==> src/rtl/mux2x4_rr_arbiter_pkg.sv <==
// Shared definitions for the two-source round-robin arbiter in front of the 2:1 x4 mux.
package mux2x4_rr_arbiter_pkg;

    localparam int DEF_WIDTH = 4;
    localparam int DEF_CNT_W = 8;

    localparam logic SRC0 = 1'b0;
    localparam logic SRC1 = 1'b1;

endpackage

==> src/rtl/mux2x4_rr_arbiter_mux.sv <==
// Mux2x4 cell generalised to WIDTH: O follows I0 when S is low, I1 when S is high.
module Mux2x4 #(
    parameter int WIDTH = 4
) (
    input  logic [WIDTH-1:0] I0,
    input  logic [WIDTH-1:0] I1,
    input  logic             S,
    output logic [WIDTH-1:0] O
);

    // Pure select, no state.
    always_comb begin
        if (S) begin
            O = I1;
        end else begin
            O = I0;
        end
    end

endmodule

==> src/rtl/mux2x4_rr_arbiter_sat_counter.sv <==
// Saturating up-counter; sticks at all-ones instead of wrapping back to zero.
module sat_counter #(
    parameter int CNT_W = 8
) (
    input  logic             CLK,
    input  logic             ASYNCRESET,
    input  logic             inc,
    output logic [CNT_W-1:0] count
);

    logic [CNT_W-1:0] count_d;
    logic [CNT_W-1:0] count_q;

    // Next count: bump only on inc and only while below the ceiling.
    always_comb begin
        count_d = count_q;
        if (inc && (count_q != {CNT_W{1'b1}})) begin
            count_d = count_q + {{(CNT_W-1){1'b0}}, 1'b1};
        end else begin
            count_d = count_q;
        end
    end

    // Count register.
    always_ff @(posedge CLK or posedge ASYNCRESET) begin
        if (ASYNCRESET) begin
            count_q <= {CNT_W{1'b0}};
        end else begin
            count_q <= count_d;
        end
    end

    assign count = count_q;

endmodule

==> src/rtl/mux2x4_rr_arbiter.sv <==
// Round-robin arbiter between two valid/ready producers, driving the mux select
// and a one-entry output register with its own valid/ready handshake.
module mux2x4_rr_arbiter
    import mux2x4_rr_arbiter_pkg::*;
#(
    parameter int WIDTH = DEF_WIDTH,
    parameter int CNT_W = DEF_CNT_W
) (
    input  logic             CLK,
    input  logic             ASYNCRESET,
    input  logic [WIDTH-1:0] I0,
    input  logic             I0_valid,
    output logic             I0_ready,
    input  logic [WIDTH-1:0] I1,
    input  logic             I1_valid,
    output logic             I1_ready,
    output logic [WIDTH-1:0] O,
    output logic             O_valid,
    input  logic             O_ready,
    output logic             last_grant,
    output logic [CNT_W-1:0] cnt0,
    output logic [CNT_W-1:0] cnt1
);

    logic             load_s;
    logic             sel_s;
    logic             xfer_s;
    logic [WIDTH-1:0] mux_out_s;

    logic [WIDTH-1:0] o_d;
    logic [WIDTH-1:0] o_q;
    logic             o_valid_d;
    logic             o_valid_q;
    logic             last_grant_d;
    logic             last_grant_q;

    // Slot can take a word when empty or when it is being drained this cycle.
    assign load_s = ~o_valid_q | O_ready;

    // Round-robin select; idle cycles hold the previous grant so S does not toggle.
    always_comb begin
        sel_s = last_grant_q;
        case ({I1_valid, I0_valid})
            2'b01:   sel_s = SRC0;
            2'b10:   sel_s = SRC1;
            2'b11:   sel_s = ~last_grant_q;
            default: sel_s = last_grant_q;
        endcase
    end

    // Readys are held low while reset is asserted even though the slot looks free.
    assign I0_ready = ~ASYNCRESET & load_s & I0_valid & (sel_s == SRC0);
    assign I1_ready = ~ASYNCRESET & load_s & I1_valid & (sel_s == SRC1);
    assign xfer_s   = I0_ready | I1_ready;

    Mux2x4 #(
        .WIDTH (WIDTH)
    ) u_mux (
        .I0 (I0),
        .I1 (I1),
        .S  (sel_s),
        .O  (mux_out_s)
    );

    // Output slot next state: refill wins over drain so throughput stays one word per cycle.
    always_comb begin
        o_d          = o_q;
        o_valid_d    = o_valid_q;
        last_grant_d = last_grant_q;
        if (xfer_s) begin
            o_d          = mux_out_s;
            o_valid_d    = 1'b1;
            last_grant_d = sel_s;
        end else if (O_ready) begin
            o_valid_d    = 1'b0;
        end else begin
            o_valid_d    = o_valid_q;
        end
    end

    // Output slot and arbitration state; last_grant resets to SRC1 so SRC0 wins the first tie.
    always_ff @(posedge CLK or posedge ASYNCRESET) begin
        if (ASYNCRESET) begin
            o_q          <= {WIDTH{1'b0}};
            o_valid_q    <= 1'b0;
            last_grant_q <= SRC1;
        end else begin
            o_q          <= o_d;
            o_valid_q    <= o_valid_d;
            last_grant_q <= last_grant_d;
        end
    end

    sat_counter #(
        .CNT_W (CNT_W)
    ) u_cnt0 (
        .CLK        (CLK),
        .ASYNCRESET (ASYNCRESET),
        .inc        (I0_ready),
        .count      (cnt0)
    );

    sat_counter #(
        .CNT_W (CNT_W)
    ) u_cnt1 (
        .CLK        (CLK),
        .ASYNCRESET (ASYNCRESET),
        .inc        (I1_ready),
        .count      (cnt1)
    );

    assign O          = o_q;
    assign O_valid    = o_valid_q;
    assign last_grant = last_grant_q;

endmodule
==> config.mk <==
export PLATFORM = sky130hd
export DESIGN_NAME = mux2x4_rr_arbiter
export DESIGN_NICKNAME = d
export VERILOG_FILES = /design/src/rtl/mux2x4_rr_arbiter_pkg.sv /design/src/rtl/mux2x4_rr_arbiter_mux.sv /design/src/rtl/mux2x4_rr_arbiter_sat_counter.sv /design/src/rtl/mux2x4_rr_arbiter.sv
export SDC_FILE = /design/constraint.sdc
export NUM_CORES = 1
export LEC_CHECK = 0
export CORE_UTILIZATION = 45
export CTS_CLUSTER_DIAMETER = 40
export DETAILED_ROUTE_END_ITERATION = 12
export PLACE_DENSITY = 0.79
export SLEW_MARGIN = 15
export SYNTH_ARGS = -nofsm -noshare
export SYNTH_HDL_FRONTEND = slang
export SYNTH_SLANG_ARGS = --single-unit
==> constraint.sdc <==
create_clock -name CLK -period 2.78 [get_ports CLK]
set_input_delay 0.556 -clock CLK [delete_from_list [all_inputs] [get_ports CLK]]
set_output_delay 0.556 -clock CLK [all_outputs]
set_load 0.03 [all_outputs]
==> results of run 1 <==
==> timing repair <==
item | CTS | global route
setup endpoints to repair | 0 | 1
resized for setup | 0 | 1
hold endpoints to repair | 0 | 0
==> final cells by class <==
cell class / count / area [um^2]
clock buffers: 4 / 26.3
well taps: 28 / 35.0
inverters: 4 / 16.3
multi-input cells: 86 / 556
flip-flops and latches: 22 / 552
repair buffers: 40 / 390
fillers: 181 / 701
==> layer usage <==
metal,vias to the layer above,part of all wire [%]
met3,2,4.9
li1,492,-
met2,36,50
met4,0,0.49
met5,-,0
met1,509,44
==> cells in the final DEF (no fill, tap or decap), types with 2 or more instances in the layout <==
master and n:
ha_1 2, nor4_1 2, nand2_1 9, a31oi_1 3, nor2_1 12, nor2b_1 4
xor2_1 4, mux2_2 5, nand4_1 5, inv_1 2, nand2b_1 2, buf_4 5
nor3_1 3, a21oi_1 10, clkbuf_4 3, o21ai_0 2, and3_1 3, dfrtp_1 21
nand3_1 6, clkdlybuf4s50_1 34, mux2i_1 5
==> critical path: stages <==
cell	delay [ns]
clkdlybuf4s50_1	0.54
inv_2	0.06
or4_4	0.58
clkinv_2	0.10
buf_4	0.16
==> synth_stat cells (3+ instances only) <==
master,instances,share of area (%)
dfrtp_1,21,47
nor2_1,12,4.0
a21oi_1,10,4.4
nand2_1,9,3.0
nand3_1,6,2.7
mux2_2,5,5.0
mux2i_1,5,4.4
nand4_1,5,2.8
nor2b_1,4,2.2
xor2_1,4,3.1
a31oi_1,3,1.7
and3_1,3,1.7
nor3_1,3,1.3
==> logic make-up after synthesis <==
| family | synth area share (%) |
|---|---|
| AOI/OAI and AO/OA | 8.32 |
| xor gates and xnor gates | 3.88 |
| adders and majority gates | 2.22 |
| buffers and inverters | 1.77 |
| DFF | 48.9 |
| muxes | 10.4 |
| and+or+nand+nor | 24.4 |
==> path summary, 6_finish.rpt <==
path | to | slack [ns] | depth (start not counted)
worst max-delay path | I0_ready | 0.23 | 5
worst min-delay path | u_cnt0.count[5] | 0.51 | 1
worst max register to register | u_cnt0.count[1] | 0.88 | 4
worst min register to register | u_cnt0.count[5] | 0.51 | 1
max in group asynchronous | last_grant | 1.70 | 4
min in group asynchronous | u_cnt1.count[0] | 0.57 | 3
==> per-stage QoR <==
step | worst slack (ns) | utilization [%] | hold WS (ns) | total power, uW
floorplan | 0.826 | - | 0.544 | 885
global placement | 0.113 | 67.9 | 0.505 | 1140
detailed placement | 0.0454 | 67.9 | 0.507 | 1160
CTS | 0.0491 | 69.1 | 0.523 | 1310
global route | 0.179 | 69.2 | 0.546 | 1380
finish | 0.227 | 69.2 | 0.515 | 1300
==> power by group <==
group          total [uW]  internal [uW]  leakage, uW  switching (uW)
clock network         150           55.9    0.0000150            94.0
logic                 609            274     0.000409             335
registers             538            414     0.000267             124
total                1300            743     0.000692             553
==> registers in the layout (all words and copies together) (netlist names) <==
register and cells:
O_valid 1, u_cnt0.count 8, O 4, u_cnt1.count 8
last_grant 1
==> flow_summary.toml, run 1 <==
[detailed_routing]
avgRoutedWirePerCell_um = 13.3
detail_route.vias_per_cell = 5.65
dr.pass1.iters = 4
vias = 1039
drtIter0Drc = 12
postRouteAntennaNets = 0
drc_errors = 0
drt_wl_total_um = 2460

[final_layout]
area_growth_pct = 39.7
fin_cells = 184
stdcell_area_um2 = 1580
layout.nets = 172
diodes = 0
drive_gt1_share_pct = 12.8

[global_routing]
use_met2_pct = 34.8
grt_pass1_vias = 997
grt_antenna_before_repair = 0
globalRouteTotalUtil_pct = 21.9
grt.met3_usage_pct = 3.80
grtUsageMet1_pct = 28.8
grt_pass1_wl_um = 4360
top_usage_layer = "met2"
grt.overflow.total = 0
grt_max_degree = 21

[yosys]
syn_avg_cell_area_um2 = 9.98
yosys.cell_types.count = 31
netlist_instances = 113
ys_warn_count = 0
syn_area_um2 = 1130
synth_edf_count = 0
ys_ff_latch = 22
async_reset_ff_share_pct = 100
synth_nets = 128
synth-seq-area-share_pct = 48.9
synth_flop_cell = "dfrtp_1"

[clock_network]
clockBufferDepth = 2
clk_pin_slew_worst_paths_ns = 0.12
cts.hold.buffers_added = 0
cts_made_buffers = 3
clk_latency_ns = 0.30
cts_sinks = 22
post-cts-setup-buffers = 0
htreeDepth = 1
cts_root_buf = "clkbuf_4"
cts_tree = "yes"

[placement]
place.gp.congestion = 0.818
place_area_um2 = 1550
dp.cells = 180
port-buffer-count = 36
dp_hpwl_um = 1870

[sta]
max_freq_ghz = 0.392
slew_headroom_pct = 66.6
setup_viol_count_final = 0
worstMarginPinSlew_ns = 0.501
finalClockSkew_ns = 0.00237
hold_violations = 0
rsz0062_at_grt = "false"
post-route-period-util_pct = 91.8
setup_tns_ns = 0
drv_slew = 0
finalCriticalPeriod_ns = 2.55

[worst_setup_path]
arrival_ns = 2.00
startpoint_type = "input port"
r2r-start = "last_grant"
crit_fanout = 5
endpoint_kind = "output port"
worstSetupPathType = "input port to output port"
critPathRequiredTime_ns = 2.22
crit_path_start = "I0_valid"

[worst_hold_path]
hp-class = "flop to flop"
worstHoldStart = "u_cnt0.count[5]"

[floorplanning]
die_x_um = 52.1
num_rows = 17
initial_core_util_pct = 49.5
pin_count = 37
dieArea_um2 = 2710
dieHeight_um = 52.1
coreArea_um2 = 2280

[power_and_ir_drop]
p_leak_uw = 0.000692
vdd_drop_max_mv = 0.589
power.density_nw_per_um2 = 823

[status]
outcome = "complete, no violations"

[run]
maxCapViolations = 0
Power figures use the tool's default switching activity.
==> run 2, diff against run 1 <==
--- a/config.mk
+++ b/config.mk
@@ -8,6 +8,7 @@
 export CORE_UTILIZATION = 45
 export CTS_CLUSTER_DIAMETER = 40
 export DETAILED_ROUTE_END_ITERATION = 12
+export GPL_ROUTABILITY_DRIVEN = 0
 export PLACE_DENSITY = 0.79
 export SLEW_MARGIN = 15
 export SYNTH_ARGS = -nofsm -noshare
==> results of run 2 <==
No change in the layout: final DEF, timing and power equal those of run 1.
==> run 3, diff against run 2 <==
--- a/config.mk
+++ b/config.mk
@@ -5,11 +5,11 @@
 export SDC_FILE = /design/constraint.sdc
 export NUM_CORES = 1
 export LEC_CHECK = 0
-export CORE_UTILIZATION = 45
+export CORE_UTILIZATION = 40
 export CTS_CLUSTER_DIAMETER = 40
 export DETAILED_ROUTE_END_ITERATION = 12
 export GPL_ROUTABILITY_DRIVEN = 0
-export PLACE_DENSITY = 0.79
+export PLACE_DENSITY = 0.71
 export SLEW_MARGIN = 15
 export SYNTH_ARGS = -nofsm -noshare
 export SYNTH_HDL_FRONTEND = slang
==> flow_summary.toml, run 3 (synthesis results as in run 1) <==
[sta]
drv_slew = 0
slew_headroom_pct = 68.5
setup_viol_count_final = 0
fin_hold_ws_ns = 0.532
rsz0062_at_grt = "false"
finalClockSkew_ns = 0.00545
max_freq_ghz = 0.391
finalCriticalPeriod_ns = 2.56
hold_violations = 0
post-route-period-util_pct = 92.0
worstMarginPinSlew_ns = 0.472
setup_tns_ns = 0

[floorplanning]
coreArea_um2 = 2570
pin_count = 37
dieHeight_um = 55.1
num_rows = 18
dieArea_um2 = 3030
initial_core_util_pct = 43.9
die_x_um = 55.1

[worst_setup_path]
critPathRequiredTime_ns = 2.22
r2r-end = "u_cnt0.count[1]"
r2r-start = "last_grant"
startpoint_type = "input port"
r2r_setup_slack_ns = 0.90
crit_fanout = 5
r2r_cells = 4
arrival_ns = 2.00
endpoint_kind = "output port"
worstSetupPathType = "input port to output port"

[clock_network]
post-cts-setup-buffers = 0
clk_pin_slew_worst_paths_ns = 0.13
htreeDepth = 1
cts.hold.buffers_added = 0
clk_latency_ns = 0.31
cts_sinks = 22
clockBufferDepth = 2
cts_made_buffers = 3
cts_tree = "yes"
cts_root_buf = "clkbuf_4"

[global_routing]
grt_max_degree = 19
globalRouteTotalUtil_pct = 18.0
grt_antenna_before_repair = 0
grt.overflow.total = 0
grt_pass1_vias = 901
grt_pass1_wl_um = 3870

[final_layout]
utilization_pct = 62.1
fillers = 229
area_growth_pct = 41.5
drive_gt1_share_pct = 14.0
diodes = 0
final_common_cell = "clkdlybuf4s50_1"
final_cell_mix = "34 x clkdlybuf4s50_1, 21 x dfrtp_1, 12 x nor2_1"
layout.nets = 173

[detailed_routing]
drtIter0Drc = 16
avgRoutedWirePerCell_um = 12.7
vias = 975
drt_wl_total_um = 2380
postRouteAntennaNets = 0
drc_errors = 0
detail_route.vias_per_cell = 5.21
dr.pass1.iters = 4

[power_and_ir_drop]
vdd_drop_max_mv = 0.539
p_total_uw = 1320
power.density_nw_per_um2 = 826
p_leak_uw = 0.000703

[worst_hold_path]
whs_endpoint = "u_cnt1.count[0]"
hp-class = "flop to flop"
worstHoldStart = "u_cnt1.count[0]"
hold_path_depth = 1

[placement]
port-buffer-count = 36
dp_hpwl_um = 1840

[run]
maxCapViolations = 0

[status]
outcome = "complete, no violations"
run 3: cell count changes in the layout (fill, tap and decap cells not counted):
cell      delta
buf_4        +1
clkbuf_8     +1
clkbuf_1     -1
run 3: layer usage:
layer / GRT usage [%] / wire, um
met2: 27.7 / 1110
met4: 7.08 / 15
met5: 0 / 0
met3: 2.46 / 91
met1: 25.3 / 1160
run 3: power by group:
part | internal, uW | switching [uW]
registers | 413 | 121
clock network | 79.9 | 99.1
logic | 274 | 331
total | 768 | 550
run 3: stage by stage:
stage	setup WS (ns)	std cells	area, um^2
global placement	0.130	183	1560
CTS	0.114	187	1590
detailed placement	0.112	183	1560
finish	0.223	187	1600
global route	0.175	187	1600
floorplan	0.826	113	1130
run 3: critical path, cell delays in order:
cell and delay, ns:
clkdlybuf4s50_1 0.54, inv_2 0.06, or4_4 0.58, clkinv_2 0.11, buf_4 0.16
run 3: worst max-delay path by stage:
stage,cells after the start,from,endpoint,slack [ns]
after floorplan,5,last_grant,u_cnt0.count[6],0.83
after global placement,5,I1_valid,I1_ready,0.13
after detailed placement,5,I1_valid,I1_ready,0.11
after CTS,5,I1_valid,I1_ready,0.11
after global routing,5,I0_valid,I0_ready,0.18
final,5,I0_valid,I0_ready,0.22
run 3: what timing repair did:
action	4_1_cts	5_1_grt
endpoints found under the setup margin	0	1
endpoints found under the hold margin	0	0
gates resized for setup	0	1
run 3: final cells by class:
cell class	instances	area, um^2	share of cell area [%]
clock buffers	4	36.3	2.27
inverters	4	16.3	1.02
multi-input cells	86	556	34.8
flip-flops and latches	22	552	34.6
well taps	30	37.5	2.35
repair buffers	41	398	24.9
